<file path="src/rtl/count_sequencer.sv">
// rtl/count_sequencer.sv - run sequencer that paces an external enable-counter up to a terminal count
//
// Ports:
//   clk    system clock, rising edge
//   r      asynchronous active-high reset
//   start  begin a run (accepted only in IDLE, and only when abort is low)
//   pause  hold run progress while high
//   abort  cancel the current run, no completion pulse
//   limit  terminal count, captured while in CLEAR
//   q      present value of the external counter
//   ec     count-enable pulse to the counter, one every DIV run cycles
//   clr    synchronous clear to the counter (CLEAR state)
//   busy   high in CLEAR, RUN and PAUSE
//   done   one-cycle completion pulse (DONE state)
//   state  current state code: IDLE=0 CLEAR=1 RUN=2 PAUSE=3 DONE=4
module count_sequencer #(
    parameter int DIV = 4,
    parameter int W   = 4
) (
    input  logic         clk,
    input  logic         r,
    input  logic         start,
    input  logic         pause,
    input  logic         abort,
    input  logic [W-1:0] limit,
    input  logic [W-1:0] q,
    output logic         ec,
    output logic         clr,
    output logic         busy,
    output logic         done,
    output logic [2:0]   state
);

    localparam logic [2:0] S_IDLE  = 3'd0;
    localparam logic [2:0] S_CLEAR = 3'd1;
    localparam logic [2:0] S_RUN   = 3'd2;
    localparam logic [2:0] S_PAUSE = 3'd3;
    localparam logic [2:0] S_DONE  = 3'd4;

    // DIV is at least 2, so this is never narrower than one bit.
    localparam int            PW       = $clog2(DIV);
    localparam logic [PW-1:0] PRE_LAST = PW'(DIV - 1);

    logic [2:0]    state_r;
    logic [2:0]    state_nx;
    logic [PW-1:0] pre_r;
    logic [W-1:0]  lim_r;
    logic          term;

    assign term  = (q == lim_r);
    assign state = state_r;

    // State register.
    always_ff @(posedge clk or posedge r) begin
        if (r) begin
            state_r <= S_IDLE;
        end else begin
            state_r <= state_nx;
        end
    end

    // Next-state logic. Abort outranks everything; terminal count outranks pause.
    always_comb begin
        state_nx = S_IDLE;
        case (state_r)
            S_IDLE: begin
                if (start && !abort) state_nx = S_CLEAR;
                else                 state_nx = S_IDLE;
            end
            S_CLEAR: begin
                if (abort) state_nx = S_IDLE;
                else       state_nx = S_RUN;
            end
            S_RUN: begin
                if (abort)      state_nx = S_IDLE;
                else if (term)  state_nx = S_DONE;
                else if (pause) state_nx = S_PAUSE;
                else            state_nx = S_RUN;
            end
            S_PAUSE: begin
                if (abort)      state_nx = S_IDLE;
                else if (pause) state_nx = S_PAUSE;
                else            state_nx = S_RUN;
            end
            S_DONE:  state_nx = S_IDLE;
            default: state_nx = S_IDLE;
        endcase
    end

    // Prescaler advances on every RUN cycle (including the one in which pause
    // is first seen) and freezes in PAUSE, so a pause of N cycles stretches
    // the ec spacing by exactly N.
    always_ff @(posedge clk or posedge r) begin
        if (r) begin
            pre_r <= '0;
        end else if (state_r == S_CLEAR) begin
            pre_r <= '0;
        end else if (state_r == S_RUN) begin
            if (pre_r == PRE_LAST) pre_r <= '0;
            else                   pre_r <= pre_r + 1'b1;
        end
    end

    always_ff @(posedge clk or posedge r) begin
        if (r) begin
            lim_r <= '0;
        end else if (state_r == S_CLEAR) begin
            lim_r <= limit;
        end
    end

    // Outputs decode registered state; only ec also looks at q.
    always_comb begin
        ec   = (state_r == S_RUN) && (pre_r == PRE_LAST) && !term;
        clr  = (state_r == S_CLEAR);
        busy = (state_r == S_CLEAR) || (state_r == S_RUN) || (state_r == S_PAUSE);
        done = (state_r == S_DONE);
    end

endmodule

</file>
<file path="config.mk">
export PLATFORM = sky130hd
export DESIGN_NAME = count_sequencer
export DESIGN_NICKNAME = d
export VERILOG_FILES = /design/src/rtl/count_sequencer.sv
export SDC_FILE = /design/constraint.sdc
export NUM_CORES = 1
export LEC_CHECK = 0
export CAP_MARGIN = 0
export CORE_AREA = 2 2 39 41
export DETAILED_ROUTE_END_ITERATION = 8
export DIE_AREA = 0 0 41 43
export PLACE_DENSITY_LB_ADDON = 0.25
export SYNTH_ARGS = -nofsm -noshare
export SYNTH_HDL_FRONTEND = slang
export SYNTH_SLANG_ARGS = --single-unit
</file>
<file path="constraint.sdc">
create_clock -name clk -period 3.55 [get_ports clk]
set_input_delay 0.71 -clock clk [delete_from_list [all_inputs] [get_ports clk]]
set_output_delay 0.71 -clock clk [all_outputs]
set_load 0.01 [all_outputs]
</file>
==> flow_metrics.tcl <==
set metrics [dict create \
    avgSynthCellArea_sq_um 10.35 \
    start_util_pct 35.90 \
    post_cts_buffers 0 \
    cts.repair.resized 0 \
    dr.pass1.iters 4 \
    slew_headroom_pct 73.50 \
    clkSlewWorstSetupHoldPaths_ns 0.06 \
    hold_depth 1 \
    critPathKind "primary input to primary output" \
    cts_tree "built" \
    path_max_fanout 4 \
    drv_cap 0 \
    drive_gt1_share_pct 13.24 \
    slowest_delay_ns 0.49 \
    pwr-share-seq_pct 43.8 \
    max_freq_mhz 336.5 \
    pwr-share-comb_pct 37.1 \
    clockBufferDepth 2 \
    worst_pin_slew_ns 0.3975 \
    r2r_slack_ns 2.18 \
    viasPerCell 5.036 \
    min_period_ns 2.971 \
    ys_seq_area_share_pct 45.34 \
    slowest_stage "clkdlybuf4s50_1" \
    fin_crit_sh_pct 83.70 \
    antenna-diode-count 0 \
    row_count 14 \
    die_area_sq_mm 0.001763 \
    hold_violations 0 \
    grt_max_degree 13 \
    track_usage_pct 12.82 \
    portBuffers 19 \
    crit_top_cell "clkdlybuf4s50_1" \
    rr_startpoint "state[0]" \
    arrival_ns 2.26 \
    drt-initial-drc-count 9 \
    finClkSkew_ns 0.001376 \
    wire_per_inst_um 11.29 \
    max-vdd-ir-drop_mv 0.2775 \
    yosysWarnings 0 \
    clkLatencyLatePin_ns 0.26 \
    cts_root_buffer "clkbuf_4" \
    vias 423 \
    setup_viol 0 \
    cp.required_ns 2.84 \
    ios 20 \
    htree_num_levels 1 \
    leakagePower_uw 0.0002974 \
    p_sw_uw 130.7 \
    tns_ns 0 \
    yosysUniqueCellTypes 20 \
    finalPower_uw 404.7 \
    hold_path.class "register to register" \
    grt_overflow_total 0 \
    cts.sinks 9 \
    crit_path_end_kind "primary output" \
    min_from "lim_r[0]" \
    path_delay_family "buffers and inverters" \
    p_per_area_mw_per_mm2 567.4 \
    nets 83 \
    path_cells "clkdlybuf4s50_1 -> xor2_1 -> nor4_2 -> nor4_1 -> clkdlybuf4s50_1" \
    cp_num_buf_inv 2 \
    totalWireLength_um 948 \
    route.detailed.drc 0 \
    hold_buffers 0 \
    ff2ff_path_depth 2 \
    dp_hpwl_um 725.7 \
    slew_violations 0 \
    rsz0062_at_grt "false" \
    die_w_um 41 \
    rr_endpoint "lim_r[2]" \
    antenna_found_initial 0 \
    status "complete, no violations" \
    grt_pass1_vias 387 \
    fp.dieH_um 43 \
    cts_buffers 3 \
    netlist_area_sq_um 496.7 \
    clkPwrFrac_pct 19.2 \
    ant_nets 0 \
    ys_ff_latch 9 \
    intPower_uw 274.0 \
    switching_share_pct 32.30 \
    area_growth_pct 43.58 \
    synth_nets 62 \
    gp_congestion 0.6938 \
    hold_end "lim_r[0]" \
    core-area_sq_mm 0.001384 \
    cp-start-kind "primary input" \
    grt_pass1_wl_um 1518 \
    synth_cells 48 \
]
## worst register-to-register path: stages (launching register included)
cell and delay (ns):
dfrtp_1 0.52, nor3b_4 0.36, mux2_2 0.37
## through the flow
| stage | hold slack (ns) | cell area, sq um | setup slack (ns) | cells | util (%) |
|---|---|---|---|---|---|
| after floorplan | 0.5011 | 496.7 | 1.481 | 48 | - |
| after global placement | 0.5124 | 686.9 | 0.5743 | 80 | 49.64 |
| after detailed placement | 0.5201 | 686.9 | 0.5698 | 80 | 49.64 |
| after CTS | 0.5337 | 713.2 | 0.5698 | 84 | 51.54 |
| after global routing | 0.5575 | 713.2 | 0.4852 | 84 | 51.54 |
| final | 0.5278 | 713.2 | 0.5785 | 84 | 51.54 |
## power groups by stage
stage / combinational (uW) / clock [uW] / sequential, uW
CTS: 153 / 80.7 / 177
finish: 150 / 77.5 / 177
floorplan: 115 / 0 / 165
global placement: 149 / 0 / 179
detailed placement: 152 / 0 / 179
global route: 171 / 84.4 / 183
## area by class of cell
class | instances | area, sq um
fillers | 136 | 670.6
multi-input cells | 34 | 244.0
flip-flops and latches | 9 | 225.2
repair buffers | 19 | 190.2
clock buffers | 4 | 26.28
well taps | 16 | 20.02
inverters | 2 | 7.507
## routing by layer
layer / vias up / wire [um] / GRT usage (%)
met2: 11 / 442 / 18.75
li1: 210 / - / -
met3: 2 / 64 / 6.283
met1: 200 / 427 / 15.10
met5: - / 0 / 0
met4: 0 / 13 / 6.000
## synth_stat cells
cell type	n	share of area [%]
a21oi_1	3	3.0
and2_1	1	1.3
and3_1	2	2.5
buf_2	1	1.0
buf_4	2	3.0
dfrtp_1	9	45
ha_1	1	2.5
inv_1	2	1.5
mux2_2	4	9.1
nand2_1	3	2.3
nand3_1	1	1.0
nor2_1	3	2.3
nor3_1	1	1.0
nor3b_1	1	1.5
nor3b_4	1	3.8
nor4_1	2	2.5
nor4_2	1	2.5
o21ai_0	5	5.0
o32ai_1	1	1.8
xor2_1	4	7.1
## worst max path at each step
stage,from,endpoint,cells past startpoint
2_1_floorplan,q[0],ec,3
3_3_place_gp,q[3],ec,5
3_5_place_dp,q[3],ec,5
4_1_cts,q[3],ec,5
5_1_grt,q[3],ec,5
6_report,q[3],ec,5
## sequential cells by signal, summed over array words and instances (netlist names)
name and cells:
lim_r 4, pre_r 2, state 3
## cells in the final DEF, fill, tap and decap left out, drive strengths merged
| master | n |
|---|---|
| and3 | 2 |
| inv | 2 |
| a21oi | 3 |
| nor3 | 1 |
| dfrtp | 9 |
| clkdlybuf4s50 | 19 |
| xor2 | 4 |
| nor3b | 2 |
| nor2 | 3 |
| ha | 1 |
| o21ai | 5 |
| nand3 | 1 |
| and2 | 1 |
| o32ai | 1 |
| nand2 | 3 |
| nor4 | 3 |
| mux2 | 4 |
| clkbuf | 4 |
## cell families (layout without fill, tap and decap cells)
kind of cell             count (synthesis)  count (layout)  share of synthesized area [%]
multiplexers                             4               4                          9.067
XOR/XNOR                                 4               4                          7.052
adder cells (fa/ha/maj)                  1               1                          2.518
AND/OR/NAND/NOR                         16              16                          20.65
flip-flops                               9               9                          45.34
buffers and inverters                    5              25                          5.540
AO/OA/AOI/OAI                            9               9                          9.822
(Power assumes the default switching activity.)
